==> config.mk <==
export PLATFORM = sky130hd
export DESIGN_NAME = serial_mag_comp_ctrl_flat
export DESIGN_NICKNAME = d
export VERILOG_FILES = /design/src/rtl/serial_mag_comp_ctrl_if.sv /design/src/rtl/serial_mag_comp_ctrl.sv /design/src/flat_wrapper.sv
export SDC_FILE = /design/constraint.sdc
export NUM_CORES = 1
export LEC_CHECK = 0
export ABC_AREA = 1
export CAP_MARGIN = 30
export CORE_MARGIN = 8
export CORE_UTILIZATION = 45
export DETAILED_ROUTE_END_ITERATION = 10
export GPL_TIMING_DRIVEN = 0
export PLACE_DENSITY_LB_ADDON = 0.12
export SYNTH_ARGS = -nofsm -noshare
export SYNTH_HDL_FRONTEND = slang
export SYNTH_SLANG_ARGS = --single-unit
==> constraint.sdc <==
create_clock -name clk -period 1.38 [get_ports clk]
set_clock_uncertainty 0.05 [all_clocks]
set_input_delay 0.138 -clock clk [delete_from_list [all_inputs] [get_ports clk]]
set_output_delay 0.138 -clock clk [all_outputs]
set_load 0.02 [all_outputs]
==> src/rtl/serial_mag_comp_ctrl_if.sv <==
// Operand/result handshake bundle for the serial magnitude comparator.
// master: operand producer / result consumer.  slave: the comparator.
// Ports: start_valid/start_ready/x/y (operands in), res_valid/res_ready/gt/lt/eq/bits_scanned (result out).
interface serial_mag_comp_ctrl_if #(
  parameter int WIDTH = 8,
  parameter int CW    = $clog2(WIDTH + 1)
);
  logic             start_valid;
  logic             start_ready;
  logic [WIDTH-1:0] x;
  logic [WIDTH-1:0] y;
  logic             res_valid;
  logic             res_ready;
  logic             gt;
  logic             lt;
  logic             eq;
  logic [CW-1:0]    bits_scanned;

  modport master (
    output start_valid, x, y, res_ready,
    input  start_ready, res_valid, gt, lt, eq, bits_scanned
  );

  modport slave (
    input  start_valid, x, y, res_ready,
    output start_ready, res_valid, gt, lt, eq, bits_scanned
  );
endinterface

==> src/rtl/serial_mag_comp_ctrl.sv <==
// Purpose: multi-cycle unsigned magnitude compare of X vs Y, one bit per clock, MSB first.
// Latency: n cycles from accept to res_valid, n = bits_scanned (WIDTH-p on early exit at bit p, else WIDTH).
// Backpressure: result held stable in DONE until res_ready; no new operands accepted until after that handshake.
// Ports: clk, rst_n (async active-low); bus (slave modport) carries the operand and result handshakes.
module serial_mag_comp_ctrl #(
  parameter int WIDTH      = 8,
  parameter bit EARLY_EXIT = 1'b1
) (
  input logic                   clk,
  input logic                   rst_n,
  serial_mag_comp_ctrl_if.slave bus
);
  localparam int CW = $clog2(WIDTH + 1);
  localparam int IW = $clog2(WIDTH);

  typedef enum logic [1:0] {
    IDLE = 2'd0,
    SCAN = 2'd1,
    DONE = 2'd2
  } state_t;

  state_t           state_q;
  logic [WIDTH-1:0] xr_q;
  logic [WIDTH-1:0] yr_q;
  logic [IW-1:0]    idx_q;
  logic [CW-1:0]    cnt_q;
  logic             gt_q;
  logic             lt_q;
  logic             eq_q;
  logic             start_ready_q;
  logic             res_valid_q;

  // Single bit-compare step on the current index.
  logic bit_x_d;
  logic bit_y_d;
  logic first_diff_d;
  logic decided_d;

  always_comb begin
    bit_x_d      = xr_q[idx_q];
    bit_y_d      = yr_q[idx_q];
    // Once gt or lt is set the decision is frozen; lower bits cannot override it.
    decided_d    = gt_q | lt_q;
    first_diff_d = (bit_x_d != bit_y_d) && !decided_d;
  end

  always_ff @(posedge clk or negedge rst_n) begin
    if (!rst_n) begin
      state_q       <= IDLE;
      xr_q          <= '0;
      yr_q          <= '0;
      idx_q         <= '0;
      cnt_q         <= '0;
      gt_q          <= 1'b0;
      lt_q          <= 1'b0;
      eq_q          <= 1'b0;
      start_ready_q <= 1'b1;
      res_valid_q   <= 1'b0;
    end else begin
      case (state_q)
        IDLE: begin
          if (bus.start_valid && start_ready_q) begin
            xr_q          <= bus.x;
            yr_q          <= bus.y;
            idx_q         <= IW'(WIDTH - 1);
            cnt_q         <= '0;
            gt_q          <= 1'b0;
            lt_q          <= 1'b0;
            eq_q          <= 1'b0;
            start_ready_q <= 1'b0;
            state_q       <= SCAN;
          end
        end

        SCAN: begin
          cnt_q <= cnt_q + CW'(1);
          if (first_diff_d) begin
            gt_q <= bit_x_d;
            lt_q <= bit_y_d;
          end
          if (EARLY_EXIT && first_diff_d) begin
            res_valid_q <= 1'b1;
            state_q     <= DONE;
          end else if (idx_q == '0) begin
            // Equal only if neither an earlier bit nor this last bit differed.
            eq_q        <= !decided_d && (bit_x_d == bit_y_d);
            res_valid_q <= 1'b1;
            state_q     <= DONE;
          end else begin
            idx_q <= idx_q - IW'(1);
          end
        end

        DONE: begin
          if (bus.res_ready) begin
            res_valid_q   <= 1'b0;
            start_ready_q <= 1'b1;
            state_q       <= IDLE;
          end
        end

        default: begin
          state_q       <= IDLE;
          res_valid_q   <= 1'b0;
          start_ready_q <= 1'b1;
        end
      endcase
    end
  end

  assign bus.start_ready  = start_ready_q;
  assign bus.res_valid    = res_valid_q;
  assign bus.gt           = gt_q;
  assign bus.lt           = lt_q;
  assign bus.eq           = eq_q;
  assign bus.bits_scanned = cnt_q;

endmodule
==> src/flat_wrapper.sv <==
// flat-port wrapper written by rule: the top's interface ports become plain ports
module serial_mag_comp_ctrl_flat 
#(
  parameter int WIDTH      = 8,
  parameter bit EARLY_EXIT = 1'b1
)
  (clk, rst_n, bus_start_valid, bus_x, bus_y, bus_res_ready, bus_start_ready, bus_res_valid, bus_gt, bus_lt, bus_eq, bus_bits_scanned);
  serial_mag_comp_ctrl_if #(.WIDTH(WIDTH)) bus_i ();
  input logic clk;
  input logic rst_n;
  input wire logic [$bits(bus_i.start_valid)-1:0] bus_start_valid;
  input wire logic [$bits(bus_i.x)-1:0] bus_x;
  input wire logic [$bits(bus_i.y)-1:0] bus_y;
  input wire logic [$bits(bus_i.res_ready)-1:0] bus_res_ready;
  output wire logic [$bits(bus_i.start_ready)-1:0] bus_start_ready;
  output wire logic [$bits(bus_i.res_valid)-1:0] bus_res_valid;
  output wire logic [$bits(bus_i.gt)-1:0] bus_gt;
  output wire logic [$bits(bus_i.lt)-1:0] bus_lt;
  output wire logic [$bits(bus_i.eq)-1:0] bus_eq;
  output wire logic [$bits(bus_i.bits_scanned)-1:0] bus_bits_scanned;
  assign bus_i.start_valid = bus_start_valid;
  assign bus_i.x = bus_x;
  assign bus_i.y = bus_y;
  assign bus_i.res_ready = bus_res_ready;
  assign bus_start_ready = bus_i.start_ready;
  assign bus_res_valid = bus_i.res_valid;
  assign bus_gt = bus_i.gt;
  assign bus_lt = bus_i.lt;
  assign bus_eq = bus_i.eq;
  assign bus_bits_scanned = bus_i.bits_scanned;
  serial_mag_comp_ctrl #(.WIDTH(WIDTH), .EARLY_EXIT(EARLY_EXIT)) u_core (.clk(clk), .rst_n(rst_n), .bus(bus_i));
endmodule
[After elaboration in Yosys (flattened, before gate mapping)]
Index checks and enable logic that the tools add are counted.
Storage, ports and cells
  memories kept: 0
  register bits: 30
  word-level logic and storage cells: 71
  bits in writable memories: 0
  input port bits: 20
  bits in latches: 0
  memory bits (read-only): 0
Cells by class
  bitwise logic cells: 3
  div/mod/pow operators: 0
  multiply operators: 0
  reductions and logical operators: 15
  add/sub/neg operators: 2
  mux-type cells: 29
  shift operators: 0
  $lt $le $gt $ge: 1
  equal/unequal tests: 11
Operators with widths (count)
  $reduce_and A3 Y1: 4
  $mux W1: 11
  $mux W3: 3
  $mux W2: 4
  $pmux W4 S2: 1
  $reduce_and A4 Y1: 2
  $bmux W1 S3: 2
  $ne A2 B1 Y1 const B: 3
  $ne A2 B2 Y1 const B: 3
  $pmux W1 S2: 3
  $pmux W1 S3: 2
  $pmux W2 S3: 1
  $pmux W3 S2: 1
  $add A4 B1 Y4 const B: 1
  $lt A3 B4 Y1 const B: 1
  $mux W4: 1
  $reduce_and A2 Y1: 2
  $logic_and A1 B1 Y1: 3
  $logic_not A3 Y1: 1
  $ne A3 B1 Y1 const B: 1
  $sub A3 B1 Y3 const B: 1
  $eq A2 B1 Y1 const B: 1
  $eq A2 B2 Y1 const B: 1
  $logic_not A2 Y1: 1
  6 further kinds: 7

[Depth between registers and ports, before layout]
Gate-level depths: netlist of the first run.
  depth after elaboration: 7
  depth in mapped cells: 12
  mapped depth without buffers: 12

[Worst setup path before layout of the first run]
No wires, ideal clock.
  path type: register to register
  from: register u_core.start_ready_q, in the netlist u_core.bus.start_ready
  to: register u_core.idx_q[1]
  slack: -0.015 ns
  data required time: 1.212 ns
  cell stages (with the launch flop): 8
  period minus slack after synthesis: 1.395 ns
  path buffers: 0
  arrival: 1.228 ns
  library setup time: 0.118 ns
  path through: dfstp_2 > nand2_1 > nor2_4 > inv_2 > nand2_2 > nand3_2 > nand2_1 > nand2_1
Between the ends
  longest elaborated chain between the ends: 3
Ends and longest elaborated chain
  start: declaration: line serial_mag_comp_ctrl.sv:30  | logic start_ready_q;
  start signal: assignment: line serial_mag_comp_ctrl.sv:57  | start_ready_q <= 1'b1;
  start signal: assignment: line serial_mag_comp_ctrl.sv:70  | start_ready_q <= 1'b0;
  start signal: assignment: line serial_mag_comp_ctrl.sv:97  | start_ready_q <= 1'b1;
  $logic_and A1 B1 Y1: line serial_mag_comp_ctrl.sv:62  | if (bus.start_valid && start_ready_q) begin
  $ne A2 B1 Y1 (no line)
  $reduce_and A4 Y1 (no line)
  end signal: assignment: line serial_mag_comp_ctrl.sv:65  | idx_q <= IW'(WIDTH - 1);
  end signal: assignment: line serial_mag_comp_ctrl.sv:90  | idx_q <= idx_q - IW'(1);
  end: declaration: line serial_mag_comp_ctrl.sv:25  | logic [IW-1:0] idx_q;
Every way passes these cells.
A chain may end at the register's enable or synchronous reset.

[Worst setup path after layout of the first run]
  from: register u_core.idx_q[0]
  to: register u_core.idx_q[2]
Between the ends
  longest elaborated chain between the ends: 6
Ends and longest elaborated chain
  $bmux W1 S3 (on tied branches): line serial_mag_comp_ctrl.sv:40, serial_mag_comp_ctrl.sv:41
  $mux W1 (on tied branches): line serial_mag_comp_ctrl.sv:40, serial_mag_comp_ctrl.sv:41
  $ne A1 B1 Y1: line serial_mag_comp_ctrl.sv:44  | first_diff_d = (bit_x_d != bit_y_d) && !decided_d;
  $logic_and A1 B1 Y1: line serial_mag_comp_ctrl.sv:44
  $ne A2 B2 Y1 (no line)
  $reduce_and A4 Y1 (no line)
Several ways; a longest one is shown, not always the timed one. The select of a mux whose other input is x is not followed.

==> results of run 1 <==
==> layout make-up <==
cell class,instances,area (um^2),share of cell area
repair buffers,42,399.1,0.1828
flip-flops and latches,30,754.5,0.3456
clock inverters,2,12.51,0.005731
multi-input cells,135,772.0,0.3536
inverters,29,113.9,0.05215
well taps,46,57.56,0.02636
plain buffers,2,22.52,0.01032
clock buffers,6,51.30,0.02350
==> worst min-delay path by stage <==
| stage | endpoint | slack (ns) | start |
|---|---|---|---|
| 2_1_floorplan | u_core.bus.bits_scanned[0] | -0.21 | rst_n |
| 6_report | u_core.yr_q[7] | 0.16 | rst_n |
| 5_1_grt | u_core.xr_q[5] | 0.20 | rst_n |
| 3_5_place_dp | u_core.bus.res_valid | 0.41 | u_core.bus.res_valid |
| 4_1_cts | u_core.xr_q[5] | 0.17 | rst_n |
| 3_3_place_gp | u_core.bus.bits_scanned[3] | 0.40 | u_core.bus.bits_scanned[3] |
==> state kept, by name, indices dropped and copies added (netlist names) <==
signal                   cells
u_core.bus.bits_scanned      4
u_core.xr_q                  8
u_core.bus.eq                1
u_core.bus.res_valid         1
u_core.state_q               2
u_core.bus.start_ready       1
u_core.yr_q                  8
u_core.bus.lt                1
u_core.bus.gt                1
u_core.idx_q                 3
==> stage by stage <==
step	worst slack [ns]	setup TNS, ns	cells
after floorplan	0.008518	0	197
after global placement	-0.3548	-13.23	271
after detailed placement	-0.2035	-3.636	272
after CTS	-0.1322	-0.9135	286
after global routing	-0.2474	-2.006	292
final	-0.1499	-1.036	292
==> layout by cell type (no fill, tap or decap), types with 2 or more instances in the layout <==
cell                              netlist  layout
sky130_fd_sc_hd__buf_4                  0      10
sky130_fd_sc_hd__nand2_2                4      13
sky130_fd_sc_hd__o21ai_0               17      15
sky130_fd_sc_hd__nand4_1                3       3
sky130_fd_sc_hd__nor2_4                 2       2
sky130_fd_sc_hd__ha_1                   3       3
sky130_fd_sc_hd__a21oi_1                8       7
sky130_fd_sc_hd__nand3_1               21      11
sky130_fd_sc_hd__dlygate4sd2_1          0       6
sky130_fd_sc_hd__nand2_4                0       2
sky130_fd_sc_hd__buf_6                  1       5
sky130_fd_sc_hd__dfrtp_2                0       2
sky130_fd_sc_hd__dfrtp_1               29      27
sky130_fd_sc_hd__clkdlybuf4s50_1        0      19
sky130_fd_sc_hd__inv_4                  0       2
sky130_fd_sc_hd__nand2_1               64      53
sky130_fd_sc_hd__inv_1                 25      22
sky130_fd_sc_hd__inv_2                  4       5
sky130_fd_sc_hd__nand3_4                1       2
sky130_fd_sc_hd__clkbuf_4               0       5
sky130_fd_sc_hd__nor2_1                 7       7
sky130_fd_sc_hd__nand3_2                1      11
==> routing by layer <==
layer	global-route usage	part of all wire	vias to the layer above
li1	-	-	725
met1	0.1717	0.44	692
met2	0.2536	0.48	31
met3	0.05930	0.057	11
met4	0.07826	0.022	0
met5	0	0	-
==> repair_timing <==
| item | 4_1_cts | 5_1_grt |
|---|---|---|
| buffers inserted | 4 | 8 |
| cloned | 2 | 0 |
| pin swaps | 15 | 2 |
| setup endpoints to repair | 34 | 32 |
| resized for setup | 43 | 14 |
==> cells by family after synthesis <==
logic type	share of synthesized area
DFF	0.4870
adders and majority gates	0.02431
buffers and inverters	0.08589
AOI/OAI and AO/OA	0.08671
and+or+nand+nor	0.3161
==> report_power, final <==
group | leakage, uW | internal [uW] | switching [uW]
clock network | 0.0000343 | 245 | 315
logic | 0.000694 | 1300 | 1870
registers | 0.000369 | 1300 | 277
==> impl_table.tex, run 1 <==
\begin{tabular}{lr}
\hline
Metric & Value \\
\hline
\multicolumn{2}{l}{\textbf{Status}} \\
Outcome & complete, but fails checks \\
Violations in the final reports & negative setup slack \\
\multicolumn{2}{l}{\textbf{Route}} \\
Via total after detailed routing & $\sim$1,500 \\
Initial drt markers & 65 \\
Count of antenna-violating nets left after detailed routing & 0 \\
Remaining DRCs & 0 \\
Total Routed Length & between 3 and 4 mm \\
Detailed-route vias per instance & around 5.0 \\
Drt pass-1 iters & 4 \\
Routed wire length per instance & about 13 um \\
\multicolumn{2}{l}{\textbf{Placed design}} \\
HPWL after detailed placement & 2.604 mm \\
Post-Place Cell Area & between 1500 and 2000 um\^{}2 \\
GPL Wtd Cong & between 0.8 and 0.9 \\
Number of buffers added on ports & 28 \\
\multicolumn{2}{l}{\textbf{Logic synthesis}} \\
Count of cell types in the netlist & 21 \\
Mapped Nets & 220 \\
Library cell with the highest instance count after synthesis & sky130\_fd\_sc\_hd\_\_nand2\_1 \\
Fraction of post-synthesis cell area in the top cell type by area & 0.4700 \\
Netlist area before placement & 1544 um\^{}2 \\
Register bit count reported by yosys & 30 \\
Top cells by instance count after synthesis & 64 x sky130\_fd\_sc\_hd\_\_nand2\_1, 29 x sky130\_fd\_sc\_hd\_\_dfrtp\_1, 25 x sky130\_fd\_sc\_hd\_\_inv\_1 \\
Count of synthesis-stage warnings from yosys & 0 \\
Portion of the post-synthesis area used by sequential elements & 0.4870 \\
Synthesized area per cell & roughly 7.8 um\^{}2 \\
Cell taking the most area after synthesis & sky130\_fd\_sc\_hd\_\_dfrtp\_1 \\
Top post-synthesis cells by area & sky130\_fd\_sc\_hd\_\_dfrtp\_1 47\%, sky130\_fd\_sc\_hd\_\_nand2\_1 16\%, sky130\_fd\_sc\_hd\_\_nand3\_1 6.8\%, sky130\_fd\_sc\_hd\_\_inv\_1 6.1\%, sky130\_fd\_sc\_hd\_\_o21ai\_0 5.5\% \\
Post-synth EDFFs & 0 \\
Synthesized netlist cell count & between 150 and 200 \\
Top flip-flop cell by instance count after synthesis & sky130\_fd\_sc\_hd\_\_dfrtp\_1 \\
Fraction of registers with async set or reset after synthesis & 1.000 \\
\multicolumn{2}{l}{\textbf{STA}} \\
Worst slack on hold paths & roughly 0.16 ns \\
Hold violation total from the final report & 0 \\
Final count of pins violating max slew & 0 \\
Max-Slew Margin vs Limit & 0.5361 \\
Setup slack of the critical path after layout & -0.1499 ns \\
RSZ-0062 raised after global routing & yes \\
Tightest Pin Transition & around 0.7 ns \\
Share of the cycle needed by the critical path after routing & 1.109 \\
Fmax & $\sim$650 MHz \\
Post-layout min period & about 1.5 ns \\
Final setup viols & 9 \\
\multicolumn{2}{l}{\textbf{Clock tree}} \\
Number of buffers added to fix hold violations after cts & 0 \\
Clock edge transition at the registers on the reported setup and hold paths & around 0.10 ns \\
Buffer cell driving the clock tree root & sky130\_fd\_sc\_hd\_\_clkbuf\_4 \\
Number of H-tree levels & 2 \\
Number of buffers created by CTS & 5 \\
Number of sinks driven by the clock tree & 30 \\
CTS tree & yes \\
Clock latency on the worst-skew pair & $\sim$0.34 ns \\
CTS Buffer Depth & 2 \\
\multicolumn{2}{l}{\textbf{Setup path}} \\
Register-to-register path setup slack & -0.15 ns \\
Destination of the critical timing path & u\_core.idx\_q[2] \\
Kind of cell with the highest combined delay on the critical path & simple AND/OR/NAND/NOR gates \\
Reg2reg end & u\_core.idx\_q[2] \\
Start point of the critical path & u\_core.idx\_q[0] \\
Depth of the worst register-to-register path & 11 \\
Critical path arrival & between 1.5 and 2 ns \\
List of cells traversed by the critical path & buf\_6 -> nand2\_2 -> nand3\_2 -> nand2\_1 -> nand2\_1 -> nand2\_2 -> nand2\_4 -> nand3\_4 -> nand3\_4 -> nand2\_1 -> nand2\_1 \\
Required time reported for the critical path endpoint & between 1.5 and 2 ns \\
Crit Path Max Fanout & 5 \\
Worst setup path category & reg -> reg \\
Nature of the critical path startpoint & register \\
Crit-path most repeated cell & sky130\_fd\_sc\_hd\_\_nand2\_1 \\
Worst stage delay on the critical path & $\sim$0.46 ns \\
Cell with the largest stage delay on the worst path & sky130\_fd\_sc\_hd\_\_dfrtp\_2 \\
Number of buffers and inverters on the critical path & 1 \\
Capturing element type of the critical path & register \\
Number of logic stages on the critical path including buffering & 11 \\
Reg-to-reg critical path startpoint & u\_core.idx\_q[0] \\
\multicolumn{2}{l}{\textbf{Layout}} \\
Total inserted antenna cells & 0 \\
Post-layout nets & about 270 \\
Fillcell total & 301 \\
Final instance area & $\sim$2200 um\^{}2 \\
Area Overhead vs Synth & 41.41\% \\
Share of the core filled with cells in the final layout & 0.6595 \\
Share of final-layout standard cells stronger than drive strength 1 & 0.2805 \\
\multicolumn{2}{l}{\textbf{Floorplanning}} \\
Floorplan die width & $\sim$75 um \\
Starting utilization of the core area & 0.4664 \\
Floorplan core area & 3311 um\^{}2 \\
DIE HEIGHT & 74.58 um \\
Die area & about 5600 um\^{}2 \\
Number of cell rows & 21 \\
I/O pin count & 29 \\
\multicolumn{2}{l}{\textbf{Power}} \\
Leakage & around 0.0011 uW \\
Ratio of total power to cell area & around 2400 nW/um\^{}2 \\
PnR Total Power & around 5300 uW \\
IR Drop Worst-Case VDD & roughly 1.3 mV \\
\multicolumn{2}{l}{\textbf{Global route}} \\
Wire length of the first global-routing pass & around 6.7 mm \\
GRT Resource Usage Total & 0.1553 \\
Via count of the first global-routing pass & $\sim$1,600 \\
Number of antenna violations at the first check in global routing & 0 \\
Gr ovfl total & 0 \\
Pin count of the biggest net entering global routing & 19 \\
\multicolumn{2}{l}{\textbf{Hold path}} \\
Path type of the worst min-delay path & in -> async \\
\multicolumn{2}{l}{\textbf{Run}} \\
Number of max-cap violations & 0 \\
\hline
\end{tabular}
Note: power is estimated with default switching activity, not from simulation.
==> run 2, diff against run 1 <==
--- a/config.mk
+++ b/config.mk
@@ -11,6 +11,7 @@
 export CORE_UTILIZATION = 45
 export DETAILED_ROUTE_END_ITERATION = 10
 export GPL_TIMING_DRIVEN = 0
+export MAX_ROUTING_LAYER = met4
 export PLACE_DENSITY_LB_ADDON = 0.12
 export SYNTH_ARGS = -nofsm -noshare
 export SYNTH_HDL_FRONTEND = slang
==> run 2 against run 1 <==
The run still ends with negative setup slack left. Non-clock buffer count is the same. Clock power is essentially flat. Critical endpoint unchanged. Fmax grew 0.15%. Final area is the same. Setup slack gained 0.0023 ns.
==> impl_table.tex, run 2 (synthesis results as in run 1) <==
\begin{tabular}{lr}
\hline
Metric & Value \\
\hline
\multicolumn{2}{l}{\textbf{Status}} \\
Outcome & complete, but fails checks \\
Violations in the final reports & negative setup slack \\
\multicolumn{2}{l}{\textbf{Global route}} \\
Wire length of the first global-routing pass & 6.672 mm (unchanged) \\
GRT Resource Usage Total & 0.1597 (+0.004460) \\
Number of antenna violations at the first check in global routing & 0 (unchanged) \\
Gr ovfl total & 0 (unchanged) \\
Pin count of the biggest net entering global routing & 19 (unchanged) \\
Via count of the first global-routing pass & 1,552 (unchanged) \\
\multicolumn{2}{l}{\textbf{Floorplanning}} \\
Die area & 5561 um\^{}2 (unchanged) \\
DIE HEIGHT & 74.58 um (unchanged) \\
I/O pin count & 29 (unchanged) \\
Starting utilization of the core area & 0.4664 (unchanged) \\
Floorplan die width & 74.58 um (unchanged) \\
Floorplan core area & 3311 um\^{}2 (unchanged) \\
Number of cell rows & 21 (unchanged) \\
\multicolumn{2}{l}{\textbf{STA}} \\
Worst slack on hold paths & 0.1685 ns (+0.005295 ns) \\
Setup slack of the critical path after layout & -0.1476 ns (+0.002277 ns) \\
Total negative slack for setup checks & -1.020 ns (+0.01567 ns) \\
Tightest Pin Transition & 0.7010 ns (+0.007329 ns) \\
Max-Slew Margin vs Limit & 0.5312 (-0.004901) \\
Fmax & 654.6 MHz (+0.15\%) \\
Hold violation total from the final report & 0 (unchanged) \\
Final setup viols & 9 (unchanged) \\
Share of the cycle needed by the critical path after routing & 1.107 (-0.001650) \\
Final count of pins violating max slew & 0 (unchanged) \\
Post-layout min period & 1.528 ns (-0.002277 ns) \\
RSZ-0062 raised after global routing & yes \\
\multicolumn{2}{l}{\textbf{Layout}} \\
Area Overhead vs Synth & 41.41\% (unchanged) \\
Total inserted antenna cells & 0 (unchanged) \\
Final instance area & 2183 um\^{}2 (unchanged) \\
Non-filler instance count after layout & 292 (unchanged) \\
Fillcell total & 301 (unchanged) \\
Top library cells by usage in the layout, fill and taps aside & 53 x sky130\_fd\_sc\_hd\_\_nand2\_1, 27 x sky130\_fd\_sc\_hd\_\_dfrtp\_1, 22 x sky130\_fd\_sc\_hd\_\_inv\_1 \\
Most common cell after layout, fill and taps aside & sky130\_fd\_sc\_hd\_\_nand2\_1 \\
Post-layout nets & 268 (unchanged) \\
Share of final-layout standard cells stronger than drive strength 1 & 0.2805 (unchanged) \\
\multicolumn{2}{l}{\textbf{Clock tree}} \\
Number of buffers added to fix hold violations after cts & 0 (unchanged) \\
Number of sinks driven by the clock tree & 30 (unchanged) \\
Clock edge transition at the registers on the reported setup and hold paths & 0.10 ns (about the same) \\
Clock latency on the worst-skew pair & 0.34 ns (about the same) \\
CTS Buffer Depth & 2 (unchanged) \\
Buffer cell driving the clock tree root & sky130\_fd\_sc\_hd\_\_clkbuf\_4 \\
Number of buffers created by CTS & 5 (unchanged) \\
CTS tree & yes \\
Number of H-tree levels & 2 (unchanged) \\
\multicolumn{2}{l}{\textbf{Power}} \\
Ratio of total power to cell area & 2429 nW/um\^{}2 (about the same) \\
IR Drop Worst-Case VDD & 1.279 mV (about the same) \\
Leakage & 0.001097 uW (unchanged) \\
PnR Total Power & 5304 uW (about the same) \\
\multicolumn{2}{l}{\textbf{Run}} \\
Number of max-cap violations & 0 (unchanged) \\
\multicolumn{2}{l}{\textbf{Setup path}} \\
Capturing element type of the critical path & register \\
Nature of the critical path startpoint & register \\
Critical path arrival & 1.71 ns (about the same) \\
Worst setup path category & reg -> reg \\
Required time reported for the critical path endpoint & 1.57 ns (about the same) \\
Crit Path Max Fanout & 5 (unchanged) \\
\multicolumn{2}{l}{\textbf{Placed design}} \\
GPL Wtd Cong & 0.8603 (+1.6\%) \\
Post-Place Cell Area & 1909 um\^{}2 (unchanged) \\
Cell count after placement & 272 (unchanged) \\
HPWL after detailed placement & 2.604 mm (unchanged) \\
Number of buffers added on ports & 28 (unchanged) \\
\multicolumn{2}{l}{\textbf{Route}} \\
Routed wire length per instance & 13.31 um (+0.15\%) \\
Detailed-route vias per instance & 5.007 (+0.21\%) \\
Via total after detailed routing & 1,462 (+0.21\%) \\
Count of antenna-violating nets left after detailed routing & 0 (unchanged) \\
Drt pass-1 iters & 4 (unchanged) \\
Remaining DRCs & 0 (unchanged) \\
Total Routed Length & 3.887 mm (+0.15\%) \\
Initial drt markers & 65 (unchanged) \\
\multicolumn{2}{l}{\textbf{Hold path}} \\
Path type of the worst min-delay path & in -> async \\
\hline
\end{tabular}
[run 2: layer usage]
metal	vias up	GRT usage	share of wire
li1	725	-	-
met1	690	0.1734	0.44
met2	36	0.2536	0.48
met3	11	0.05660	0.057
met4	0	0.07826	0.022
met5	-	-	0
[run 2: path summary, 6_finish.rpt]
| kind | start | endpoint | slack, ns | cells past startpoint |
|---|---|---|---|---|
| hold reg to reg | u_core.bus.res_valid | u_core.bus.res_valid | 0.42 | 2 |
| setup reg to reg | u_core.idx_q[0] | u_core.idx_q[2] | -0.15 | 11 |
| setup / recovery | u_core.idx_q[0] | u_core.idx_q[2] | -0.15 | 11 |
| min in group clk | bus_x[5] | u_core.xr_q[5] | 0.31 | 3 |
| hold / removal | rst_n | u_core.yr_q[7] | 0.17 | 1 |
| max in group asynchronous | rst_n | u_core.bus.start_ready | 0.51 | 2 |
[run 2: per-stage QoR]
stage               setup WS [ns]  utilization
detailed placement        -0.2035       0.5767
finish                    -0.1476       0.6595
CTS                       -0.1322       0.6406
floorplan                0.008518            -
global route              -0.2474       0.6595
global placement          -0.3548       0.5684
[run 2: final cells by class]
class / count / area (um^2) / share of cell area
Clock buffer: 6 / 51.30 / 0.02350
Multi-Input combinational cell: 135 / 772.0 / 0.3536
Timing Repair Buffer: 42 / 399.1 / 0.1828
Clock inverter: 2 / 12.51 / 0.005731
Buffer: 2 / 22.52 / 0.01032
Tap cell: 46 / 57.56 / 0.02636
Inverter: 29 / 113.9 / 0.05215
Sequential cell: 30 / 754.5 / 0.3456
[run 2: what timing repair did]
item / CTS / global route
resized for setup: 43 / 14
setup buffers: 4 / 8
endpoints found under the setup margin: 34 / 32
pin swaps: 15 / 2
cloned: 2 / 0
[run 2: worst max-delay path, cell delays in order (launching register included)]
cell                      delay (ns)
sky130_fd_sc_hd__dfrtp_2        0.46
sky130_fd_sc_hd__buf_6          0.15
sky130_fd_sc_hd__nand2_2        0.05
sky130_fd_sc_hd__nand3_2        0.07
sky130_fd_sc_hd__nand2_1        0.07
sky130_fd_sc_hd__nand2_1        0.06
sky130_fd_sc_hd__nand2_2        0.11
sky130_fd_sc_hd__nand2_4        0.07
sky130_fd_sc_hd__nand3_4        0.10
sky130_fd_sc_hd__nand3_4        0.10
sky130_fd_sc_hd__nand2_1        0.08
sky130_fd_sc_hd__nand2_1        0.05
[run 2: where the power goes]
| group | switching, uW | leakage [uW] | total [uW] | internal (uW) |
|---|---|---|---|---|
| sequential | 279 | 0.000369 | 1580 | 1300 |
| clock | 313 | 0.0000343 | 558 | 245 |
| combinational | 1870 | 0.000694 | 3160 | 1300 |
==> run 3, diff against run 2 <==
--- a/config.mk
+++ b/config.mk
@@ -7,6 +7,7 @@
 export LEC_CHECK = 0
 export ABC_AREA = 1
 export CAP_MARGIN = 30
+export CORE_ASPECT_RATIO = 0.7
 export CORE_MARGIN = 8
 export CORE_UTILIZATION = 45
 export DETAILED_ROUTE_END_ITERATION = 10
==> run 3 against run 2 <==
The flow still finishes with violations (negative setup slack). Via count is 0.62% higher. Flip-flop and latch count stayed put. Clock power is 99% higher. Non-clock buffer count is 1 higher. Critical path type unchanged. Clock-buffer cell count stayed put. First-iteration DRC count is 89% higher. Largest cell class unchanged. Setup slack worse by 0.041 ns. Global-route usage is 0.59 points lower. Fmax is 2.6% lower.
==> impl_table.tex, run 3 (synthesis results as in run 1) <==
\begin{tabular}{lr}
\hline
Metric & Value \\
\hline
\multicolumn{2}{l}{\textbf{Clock tree}} \\
CTS Buffer Depth & 2 (unchanged) \\
CTS tree & yes \\
Clock latency on the worst-skew pair & 0.28 ns (-0.06 ns) \\
Clock edge transition at the registers on the reported setup and hold paths & 0.07 ns (-0.03 ns) \\
Number of buffers created by CTS & 5 (unchanged) \\
Buffer cell driving the clock tree root & sky130\_fd\_sc\_hd\_\_clkbuf\_8 \\
Number of buffers added to fix hold violations after cts & 0 (unchanged) \\
Number of H-tree levels & 2 (unchanged) \\
Number of sinks driven by the clock tree & 30 (unchanged) \\
\multicolumn{2}{l}{\textbf{Route}} \\
Initial drt markers & 123 (+89\%) \\
Total Routed Length & 4.223 mm (+8.6\%) \\
Count of antenna-violating nets left after detailed routing & 0 (unchanged) \\
Detailed-route vias per instance & 5.003 (about the same) \\
Remaining DRCs & 0 (unchanged) \\
Routed wire length per instance & 14.36 um (+7.9\%) \\
Drt pass-1 iters & 4 (unchanged) \\
Via total after detailed routing & 1,471 (+0.62\%) \\
\multicolumn{2}{l}{\textbf{Layout}} \\
Fillcell total & 230 (-24\%) \\
Post-layout nets & 269 (+0.37\%) \\
Share of final-layout standard cells stronger than drive strength 1 & 0.3117 (+0.03125) \\
Area Overhead vs Synth & 49.68\% \\
Storage element area & 755.7 um\^{}2 (+0.17\%) \\
Most common cell after layout, fill and taps aside & sky130\_fd\_sc\_hd\_\_nand2\_1 \\
Total inserted antenna cells & 0 (unchanged) \\
Top library cells by usage in the layout, fill and taps aside & 52 x sky130\_fd\_sc\_hd\_\_nand2\_1, 26 x sky130\_fd\_sc\_hd\_\_dfrtp\_1, 21 x sky130\_fd\_sc\_hd\_\_inv\_1 \\
Area taken by multi-input logic gates & 795.8 um\^{}2 (+3.1\%) \\
Non-filler instance count after layout & 294 (+0.68\%) \\
\multicolumn{2}{l}{\textbf{Floorplanning}} \\
I/O pin count & 29 (unchanged) \\
Starting utilization of the core area & 0.4807 (+0.01435) \\
DIE HEIGHT & 65.01 um (-13\%) \\
Die area & 5591 um\^{}2 (+0.53\%) \\
Floorplan core area & 3212 um\^{}2 (-3.0\%) \\
Floorplan die width & 86.01 um (+15\%) \\
Number of cell rows & 17 (-19\%) \\
\multicolumn{2}{l}{\textbf{Hold path}} \\
Path type of the worst min-delay path & in -> async \\
\multicolumn{2}{l}{\textbf{STA}} \\
Fmax & 637.7 MHz (-2.6\%) \\
Post-layout min period & 1.568 ns (+0.04064 ns) \\
Final setup viols & 9 (unchanged) \\
Final count of pins violating max slew & 0 (unchanged) \\
RSZ-0062 raised after global routing & yes \\
Max-Slew Margin vs Limit & 0.5899 (+0.05863) \\
Share of the cycle needed by the critical path after routing & 1.136 (+0.02945) \\
Tightest Pin Transition & 0.6133 ns (-0.08768 ns) \\
Setup slack of the critical path after layout & -0.1882 ns (-0.04064 ns) \\
Total negative slack for setup checks & -1.473 ns (-0.4529 ns) \\
Hold violation total from the final report & 0 (unchanged) \\
\multicolumn{2}{l}{\textbf{Setup path}} \\
Capturing element type of the critical path & register \\
Number of buffers and inverters on the critical path & 1 (unchanged) \\
Nature of the critical path startpoint & register \\
Crit-path most repeated cell & sky130\_fd\_sc\_hd\_\_nand2\_1 \\
List of cells traversed by the critical path & buf\_6 -> nand2\_2 -> nand3\_2 -> nand2\_1 -> nand2\_1 -> nand2\_2 -> nand2\_4 -> nand3\_4 -> nand3\_4 -> nand2\_1 -> nand2\_1 \\
Required time reported for the critical path endpoint & 1.51 ns (-0.06 ns) \\
Kind of cell with the highest combined delay on the critical path & simple AND/OR/NAND/NOR gates \\
Worst setup path category & reg -> reg \\
Crit Path Max Fanout & 5 (unchanged) \\
Worst stage delay on the critical path & 0.46 ns (about the same) \\
Critical path arrival & 1.70 ns (about the same) \\
Cell with the largest stage delay on the worst path & sky130\_fd\_sc\_hd\_\_dfrtp\_2 \\
Register-to-register path setup slack & -0.19 ns (-0.04 ns) \\
\multicolumn{2}{l}{\textbf{Global route}} \\
GRT Resource Usage Total & 0.1538 (-0.005920) \\
Gr ovfl total & 0 (unchanged) \\
Number of antenna violations at the first check in global routing & 0 (unchanged) \\
Via count of the first global-routing pass & 1,398 (-9.9\%) \\
Wire length of the first global-routing pass & 6.582 mm (-1.3\%) \\
Pin count of the biggest net entering global routing & 20 (+1) \\
\multicolumn{2}{l}{\textbf{Power}} \\
PnR Total Power & 6037 uW (+14\%) \\
Leakage & 0.001153 uW (+5.1\%) \\
IR Drop Worst-Case VDD & 1.660 mV (+30\%) \\
Ratio of total power to cell area & 2612 nW/um\^{}2 (+7.5\%) \\
\multicolumn{2}{l}{\textbf{Placed design}} \\
GPL Wtd Cong & 0.8082 (-6.1\%) \\
Cell count after placement & 273 (+0.37\%) \\
Number of buffers added on ports & 28 (unchanged) \\
HPWL after detailed placement & 2.665 mm (+2.3\%) \\
\multicolumn{2}{l}{\textbf{Run}} \\
Number of max-cap violations & 0 (unchanged) \\
\multicolumn{2}{l}{\textbf{Status}} \\
Outcome & complete, but fails checks \\
Violations in the final reports & negative setup slack \\
\hline
\end{tabular}
## run 3: per-layer routing
metal / global-route usage / part of all wire
met1: 0.1931 / 0.47
met2: 0.2287 / 0.45
met3: 0.04277 / 0.068
met4: 0.06087 / 0.018
met5: - / 0
## run 3: worst paths after layout
kind | startpoint | end | cells after the start
max | u_core.idx_q[0] | u_core.idx_q[2] | 11
min | rst_n | u_core.bus.bits_scanned[0] | 1
max reg2reg | u_core.idx_q[0] | u_core.idx_q[2] | 11
min reg2reg | u_core.bus.bits_scanned[3] | u_core.bus.bits_scanned[3] | 1
max in group asynchronous | rst_n | u_core.bus.start_ready | 2
min in group clk | bus_y[6] | u_core.yr_q[6] | 3
## run 3: report_power, final
group          leakage (uW)  internal, uW  switching [uW]
clock             0.0000714           770             337
combinational      0.000714          1340            2000
sequential         0.000367          1310             281
## run 3: final cells by class
class,count,share of cell area
inverter,29,0.05143
clock inverter,2,0.02599
sequential,30,0.3270
clock buffer,6,0.03573
tap,47,0.02545
buffer,4,0.01787
timing repair buffer,41,0.1722
multi-input combinational,135,0.3443
## run 3: repair_timing
item / 4_1_cts / 5_1_grt
setup buffers: 6 / 4
pin swaps: 12 / 13
hold endpoints to repair: 0 / 0
gates cloned: 2 / 1
resized for setup: 37 / 45
endpoints found under the setup margin: 34 / 28
## run 3: stage by stage
stage | hold slack (ns) | util | area, um^2 | setup slack [ns]
after floorplan | -0.2076 | - | 1544 | 0.008518
after global placement | 0.4023 | 0.5863 | 1883 | -0.3374
after detailed placement | 0.4128 | 0.5949 | 1911 | -0.2603
after CTS | 0.2042 | 0.6845 | 2198 | -0.1609
after global routing | 0.2191 | 0.7195 | 2311 | -0.2721
final | 0.1875 | 0.7195 | 2311 | -0.1882
